==> config.mk <==
export PLATFORM = sky130hd
export DESIGN_NAME = button_debouncer_flat
export DESIGN_NICKNAME = d
export VERILOG_FILES = /design/src/rtl/button_debouncer_if.sv /design/src/rtl/button_debouncer.sv /design/src/flat_wrapper.sv
export SDC_FILE = /design/constraint.sdc
export NUM_CORES = 1
export LEC_CHECK = 0
export ABC_AREA = 0
export ABC_CLOCK_PERIOD_IN_PS = 4100
export BUFFER_PORTS_ARGS = -buffer_cell sky130_fd_sc_hd__clkbuf_2
export CORE_UTILIZATION = 35
export DETAILED_ROUTE_END_ITERATION = 8
export GPL_TIMING_DRIVEN = 0
export PLACE_DENSITY = 0.59
export SLEW_MARGIN = 25
export SYNTH_ARGS = -nofsm -noshare
export SYNTH_HDL_FRONTEND = slang
export SYNTH_SLANG_ARGS = --single-unit
==> constraint.sdc <==
create_clock -name clk -period 4.1 [get_ports clk]
set_input_delay 0 -clock clk [delete_from_list [all_inputs] [get_ports clk]]
set_output_delay 0 -clock clk [all_outputs]
set_load 0.05 [all_outputs]
==> src/rtl/button_debouncer_if.sv <==
// Signal bundle between a raw push-button source and the debouncer.
// The master drives the raw level; the slave returns the conditioned level, strobes and busy.
interface button_debouncer_if;
  logic btn_in;
  logic level_out;
  logic rise_pulse;
  logic fall_pulse;
  logic busy;

  modport master (
    output btn_in,
    input  level_out,
    input  rise_pulse,
    input  fall_pulse,
    input  busy
  );

  modport slave (
    input  btn_in,
    output level_out,
    output rise_pulse,
    output fall_pulse,
    output busy
  );
endinterface

==> src/rtl/button_debouncer.sv <==
// Push-button debouncer: a multi-flop synchronizer followed by a counter-qualified
// four-state FSM producing a clean level plus single-cycle rise/fall strobes.
module button_debouncer #(
  parameter int       SYNC_STAGES     = 2,
  parameter int       DEBOUNCE_CYCLES = 1000000,
  parameter int       CNT_WIDTH       = 20,
  parameter bit       RESET_LEVEL     = 1'b0
) (
  input  logic              clk,
  input  logic              rst,
  button_debouncer_if.slave bus
);

  typedef enum logic [1:0] {
    STABLE_LO = 2'd0,
    CHECK_HI  = 2'd1,
    STABLE_HI = 2'd2,
    CHECK_LO  = 2'd3
  } state_t;

  localparam state_t                 RESET_STATE = RESET_LEVEL ? STABLE_HI : STABLE_LO;
  localparam logic [CNT_WIDTH-1:0]   CNT_LAST    = CNT_WIDTH'(DEBOUNCE_CYCLES - 1);
  localparam logic [CNT_WIDTH-1:0]   CNT_ONE     = CNT_WIDTH'(1);

  logic [SYNC_STAGES-1:0] r_sync;
  logic                   w_s;

  state_t                 r_state;
  state_t                 w_state_next;
  logic [CNT_WIDTH-1:0]   r_cnt;
  logic [CNT_WIDTH-1:0]   w_cnt_next;
  logic                   r_level;
  logic                   w_level_next;
  logic                   r_rise;
  logic                   w_rise_next;
  logic                   r_fall;
  logic                   w_fall_next;
  logic                   r_busy;
  logic                   w_busy_next;

  // Raw pin goes straight into stage 0 with no logic in front of it.
  always_ff @(posedge clk or posedge rst) begin
    if (rst) begin
      r_sync <= {SYNC_STAGES{RESET_LEVEL}};
    end else begin
      r_sync <= {r_sync[SYNC_STAGES-2:0], bus.btn_in};
    end
  end

  assign w_s = r_sync[SYNC_STAGES-1];

  always_ff @(posedge clk or posedge rst) begin
    if (rst) begin
      r_state <= RESET_STATE;
      r_cnt   <= '0;
      r_level <= RESET_LEVEL;
      r_rise  <= 1'b0;
      r_fall  <= 1'b0;
      r_busy  <= 1'b0;
    end else begin
      r_state <= w_state_next;
      r_cnt   <= w_cnt_next;
      r_level <= w_level_next;
      r_rise  <= w_rise_next;
      r_fall  <= w_fall_next;
      r_busy  <= w_busy_next;
    end
  end

  // Counter is cleared on every path except continued qualification, so it never wraps.
  always_comb begin
    w_state_next = r_state;
    w_cnt_next   = '0;
    w_level_next = r_level;
    w_rise_next  = 1'b0;
    w_fall_next  = 1'b0;

    case (r_state)
      STABLE_LO: begin
        if (w_s) begin
          w_state_next = CHECK_HI;
          w_cnt_next   = CNT_ONE;
        end
      end
      CHECK_HI: begin
        if (!w_s) begin
          w_state_next = STABLE_LO;
        end else if (r_cnt == CNT_LAST) begin
          w_state_next = STABLE_HI;
          w_level_next = 1'b1;
          w_rise_next  = 1'b1;
        end else begin
          w_cnt_next   = r_cnt + CNT_ONE;
        end
      end
      STABLE_HI: begin
        if (!w_s) begin
          w_state_next = CHECK_LO;
          w_cnt_next   = CNT_ONE;
        end
      end
      CHECK_LO: begin
        if (w_s) begin
          w_state_next = STABLE_HI;
        end else if (r_cnt == CNT_LAST) begin
          w_state_next = STABLE_LO;
          w_level_next = 1'b0;
          w_fall_next  = 1'b1;
        end else begin
          w_cnt_next   = r_cnt + CNT_ONE;
        end
      end
      default: begin
        w_state_next = RESET_STATE;
        w_level_next = RESET_LEVEL;
      end
    endcase

    w_busy_next = (w_state_next == CHECK_HI) || (w_state_next == CHECK_LO);
  end

  assign bus.level_out  = r_level;
  assign bus.rise_pulse = r_rise;
  assign bus.fall_pulse = r_fall;
  assign bus.busy       = r_busy;

endmodule

==> src/flat_wrapper.sv <==
// flat-port wrapper written by rule: the top's interface ports become plain ports
module button_debouncer_flat 
#(
  parameter int       SYNC_STAGES     = 2,
  parameter int       DEBOUNCE_CYCLES = 1000000,
  parameter int       CNT_WIDTH       = 20,
  parameter bit       RESET_LEVEL     = 1'b0
)
  (clk, rst, bus_btn_in, bus_level_out, bus_rise_pulse, bus_fall_pulse, bus_busy);
  button_debouncer_if bus_i ();
  input  logic clk;
  input  logic rst;
  input wire logic [$bits(bus_i.btn_in)-1:0] bus_btn_in;
  output wire logic [$bits(bus_i.level_out)-1:0] bus_level_out;
  output wire logic [$bits(bus_i.rise_pulse)-1:0] bus_rise_pulse;
  output wire logic [$bits(bus_i.fall_pulse)-1:0] bus_fall_pulse;
  output wire logic [$bits(bus_i.busy)-1:0] bus_busy;
  assign bus_i.btn_in = bus_btn_in;
  assign bus_level_out = bus_i.level_out;
  assign bus_rise_pulse = bus_i.rise_pulse;
  assign bus_fall_pulse = bus_i.fall_pulse;
  assign bus_busy = bus_i.busy;
  button_debouncer #(.SYNC_STAGES(SYNC_STAGES), .DEBOUNCE_CYCLES(DEBOUNCE_CYCLES), .CNT_WIDTH(CNT_WIDTH), .RESET_LEVEL(RESET_LEVEL)) u_core (.clk(clk), .rst(rst), .bus(bus_i));
endmodule
### Word level (Yosys, flattened, before mapping)

Index checks and enable logic that the tools add are counted.

* flip-flop bits (word level): 28
* word-level logic and storage cells: 45
* output and inout bits: 4
* input bits: 3

* eq/ne operators: 10
* muxes and demuxes: 23
* add/sub/neg operators: 1
* reduce and logical (&&, ||, !) cells: 4

Operators with widths (count)
* 20-bit case mux with 4 select lines: 1
* 20-bit 2-to-1 mux: 3
* 20-bit by 1-bit adder with 20-bit output, second input constant: 1
* 20-bit equality test, second input constant: 1
* 2-bit 2-to-1 mux: 6
* 1-bit 2-to-1 mux: 11
* 2-bit case mux with 4 select lines: 1
* 2-bit equality test, second input constant: 3
* 2-bit by 1-bit inequality test with 1-bit output, second input constant: 3
* 5-bit AND reduction: 1
* 2-bit by 1-bit equality test with 1-bit output, second input constant: 2
* 2-bit logical NOT: 1
* 2-bit inequality test, second input constant: 1
* 1-bit case mux with 2 select lines: 1
* 2-bit nonzero test: 1
* 1-bit logical OR: 1

### Depth between registers and ports, before layout

* depth after elaboration: 6
* depth in mapped cells: 6
* gate-level depth less buffers: 5

### Worst setup path before layout

No wires, ideal clock.

* path kind: reg-to-reg
* start point: reg u_core.r_cnt[6]
* end point: reg u_core.r_state[1]
* slack: 1994 ps
* arrival time: 1981 ps
* clock period less this slack: 2106 ps
* stages on the path, launching flop included: 5
* setup time: 125 ps
* path buffers: 0
* required time: 3975 ps
* cell sequence: dfrtp_1 > or4_1 > or4_4 > or3_4 > mux2_4

* word-level cells in the longest chain between the ends: 4
* elaborated cells on any way between the ends: 6
* those cells by class: eq/ne (1); mux (5)

RTL lines
* start: declaration: line button_debouncer.sv:30 `logic [CNT_WIDTH-1:0] r_cnt;`
* start signal: assignment: line button_debouncer.sv:62 `r_cnt <= w_cnt_next;`
* 20-bit equality test (*): line button_debouncer.sv:88, button_debouncer.sv:105
* 2-bit 2-to-1 mux, on equally long branches: line button_debouncer.sv:105, button_debouncer.sv:88
* 2-bit 2-to-1 mux, on equally long branches: line button_debouncer.sv:103, button_debouncer.sv:86
* 2-bit case mux with 4 select lines (*): line button_debouncer.sv:78 `case (r_state)`
* net u_core.w_state_next[1]: line button_debouncer.sv:29 `state_t w_state_next;`
* end signal: assignment: line button_debouncer.sv:61 `r_state <= w_state_next;`
* end: declaration: line button_debouncer.sv:28 `state_t r_state;`

The timed path passes the listed nets; every way through them passes the cells marked *.
A chain may end at the register's enable or synchronous reset.

### Worst setup path in the final report

* start point: reg u_core.r_cnt[0]
* end point: reg u_core.r_cnt[10]

* word-level cells in the longest chain between the ends: 4
* elaborated cells on any way between the ends: 6
* those cells by class: add/sub (1); eq/ne (1); mux (4)

RTL lines
* 20-bit by 1-bit adder with 20-bit output / 20-bit equality test (equally long branches)
* 20-bit 2-to-1 mux (*): line button_debouncer.sv:88, button_debouncer.sv:105
* 20-bit 2-to-1 mux, on equally long branches: line button_debouncer.sv:103, button_debouncer.sv:86
* 20-bit case mux with 4 select lines (*): line button_debouncer.sv:78
* net u_core.w_cnt_next[10]: line button_debouncer.sv:31 `logic [CNT_WIDTH-1:0] w_cnt_next;`

Marked as above.

==> impl_metrics.toml <==
[clocking]
cts.repair.resized = 0
clkLatencyLatePin_ps = 330
numCtsBuffers = 3
htreeDepth = 1
clock_path_buffers = 2
cts_root_buf = "clkbuf_4"
cts.sinks = 27
clk_pin_slew_ps = 140
cts_tree = "yes"

[cells_and_area]
antenna_cells = 0
final_common_cell = "dfrtp_1"
drive_above_1_share = 0.131
finalNonFillerCells = 183
areaGrowthSynthToFinish_pct = 10.7
final_nets = 142
final_cell_area_mm2 = 0.00140
utilization = 0.413
layout_common_cells = "dfrtp_1 (27), nor2_1 (15), xnor2_1 (8)"

[global_route]
met3_usage = 0.0386
top_usage_layer = "met2"
use_met1 = 0.182
antenna_found_initial = 0
met2_usage = 0.190
grt_usage = 0.128
grt_max_degree = 28
grt_pass1_wl_um = 3910
grt-ovfl-total = 0
grt_pass1_vias = 851

[detailed_routing]
via_per_inst = 4.97
drt_iter0_markers = 34
vias = 909
firstDrtPassIters = 4
ant_nets = 0
remaining_drc_errors = 0
wire_per_inst_um = 12.2
routed_wl_um = 2230

[floorplanning]
io_pins = 7
fp.dieW_um = 62.1
fp.dieH_um = 62.1
std_cell_rows = 21
coreArea_mm2 = 0.00339
initial_core_util = 0.374
die_area_mm2 = 0.00386

[worst_setup_path]
crit_type = "reg -> reg"
cp_max_fo = 10
cp-start-kind = "flop"
endpoint_kind = "flop"
r2r_slack_ps = 1780
cp_data_arrival_time_ps = 2550
crit_required_ps = 4330
reg2reg_depth = 6
rr_endpoint = "u_core.r_cnt[10]$_DFF_PP0_"
r2r_start = "u_core.r_cnt[0]$_DFF_PP0_"

[synth]
synth-xor-area-share = 0.0899
synth_cells = 125
synth-seq-area-share = 0.534
synth.distinct_cells = 30
ys_warn_count = 0
yosys.area.top_type = "dfrtp_1"
ys_top_cells_by_area = "dfrtp_1 (53%), xnor2_1 (5.5%), nor2_1 (4.4%), nand4_1 (3.5%), or3_1 (3.5%)"
synth_top_area_frac = 0.534
synth_top_family_by_area = "simple AND/OR/NAND/NOR gates"
synth-seq-cells = 27
synth_simple_gate_area_frac = 0.260
syn_area_mm2 = 0.00127
synth_fa_ha_area_frac = 0.00988
synth_compound_area_frac = 0.0672
syn_area_per_cell_um2 = 10.1
synthMuxAreaShare = 0.0119
synth_fp_nets = 129

[power]
power_leakage_nw = 0.575
powerDensity_mw_per_mm2 = 289
p_total_mw = 0.406
peakVddDrop_mv = 0.260

[sta]
setup_violations = 0
final_hold_viol_count = 0
worst_slack_ps = 1780
worstMarginPinSlew_ps = 547
finalCriticalPeriod_ps = 2320
fin_worst_skew_ps = 5.37
slew_violations = 0
max_slew_margin = 0.635
min_period_over_period = 0.565
max_freq_ghz = 0.432
rsz0062_at_grt = "no"
holdWs_ps = 232
tns_ps = 0

[status]
outcome = "completed"

[job]
max_cap_violations = 0

[place]
hpwl_um = 1570
preCtsSetupSlack_ps = 1800
dp_cells = 177
post_dp_cell_area_mm2 = 0.00135
port_buffers = 6
place.gp.congestion = 0.753

[worst_hold_path]
hold_class = "in -> async"
routing by layer:
metal | up-vias | share of wire
met3 | 4 | 0.032
met2 | 10 | 0.43
met5 | - | 0
met4 | 0 | 0.015
met1 | 434 | 0.52
li1 | 461 | -
worst max path at each step:
stage                              start                          end  slack (ps)  cells past startpoint
5_1_grt        u_core.r_cnt[0]$_DFF_PP0_   u_core.r_cnt[10]$_DFF_PP0_        1630                      6
2_1_floorplan  u_core.r_cnt[6]$_DFF_PP0_  u_core.r_state[1]$_DFF_PP0_        1990                      4
3_3_place_gp   u_core.r_cnt[0]$_DFF_PP0_    u_core.r_cnt[5]$_DFF_PP0_        1840                      6
6_report       u_core.r_cnt[0]$_DFF_PP0_   u_core.r_cnt[10]$_DFF_PP0_        1780                      6
4_1_cts        u_core.r_cnt[0]$_DFF_PP0_   u_core.r_cnt[10]$_DFF_PP0_        1780                      6
3_5_place_dp   u_core.r_cnt[0]$_DFF_PP0_   u_core.r_cnt[10]$_DFF_PP0_        1800                      6
logic make-up after synthesis:
| family | Yosys count |
|---|---|
| buffers and inverters | 9 |
| adder cells (fa/ha/maj) | 1 |
| multiplexers | 1 |
| flip-flops | 27 |
| XOR/XNOR | 13 |
| AO/OA/AOI/OAI | 15 |
| AND/OR/NAND/NOR | 59 |
cell type report:
type                            count  area, um2
Fill cell                         342       1990
Sequential cell                    27        676
Multi-Input combinational cell     89        556
Tap cell                           46       57.6
Timing Repair Buffer                8       50.0
Inverter                            7       26.3
Clock buffer                        3       22.5
Buffer                              2       8.76
Clock inverter                      1       5.00
critical path, cell delays in order (launching register included):
cell and delay [ps]:
dfrtp_1 440, ha_1 240, nand3_1 220, or4_4 590, o21ai_2 340, buf_2 300
nor2_1 80
registers in the layout (all words and copies together) (netlist names):
register / cells
u_core.r_state: 2
u_core.r_cnt: 20
u_core.bus.level_out: 1
u_core.bus.fall_pulse: 1
u_core.bus.rise_pulse: 1
u_core.r_sync: 2
power by group:
group / total (mW) / switching, mW / internal, mW
clock network: 0.115 / 0.0788 / 0.0367
logic: 0.0182 / 0.0126 / 0.00555
registers: 0.272 / 0.00284 / 0.269
total: 0.406 / 0.0943 / 0.311
repair_timing:
item,in CTS,in global routing
setup buffers,0,0
hold buffers,2,0
hold endpoints to repair,28,0
cell usage after synthesis:
cell	n
a211o_1	1
a21boi_0	1
a21oi_1	6
and2_1	2
and2_2	1
and3_2	1
and4_1	2
and4b_1	1
buf_2	1
clkbuf_1	1
dfrtp_1	27
ha_1	1
inv_1	7
mux2_4	1
nand2_1	7
nand2b_1	1
nand3_1	5
nand4_1	7
nor2_1	15
nor3_1	3
nor3b_1	1
nor4_1	2
o21ai_0	6
o21ai_2	1
or3_1	7
or3_4	1
or4_1	2
or4_4	1
xnor2_1	8
xor2_1	5
Power figures use the tool's default switching activity.
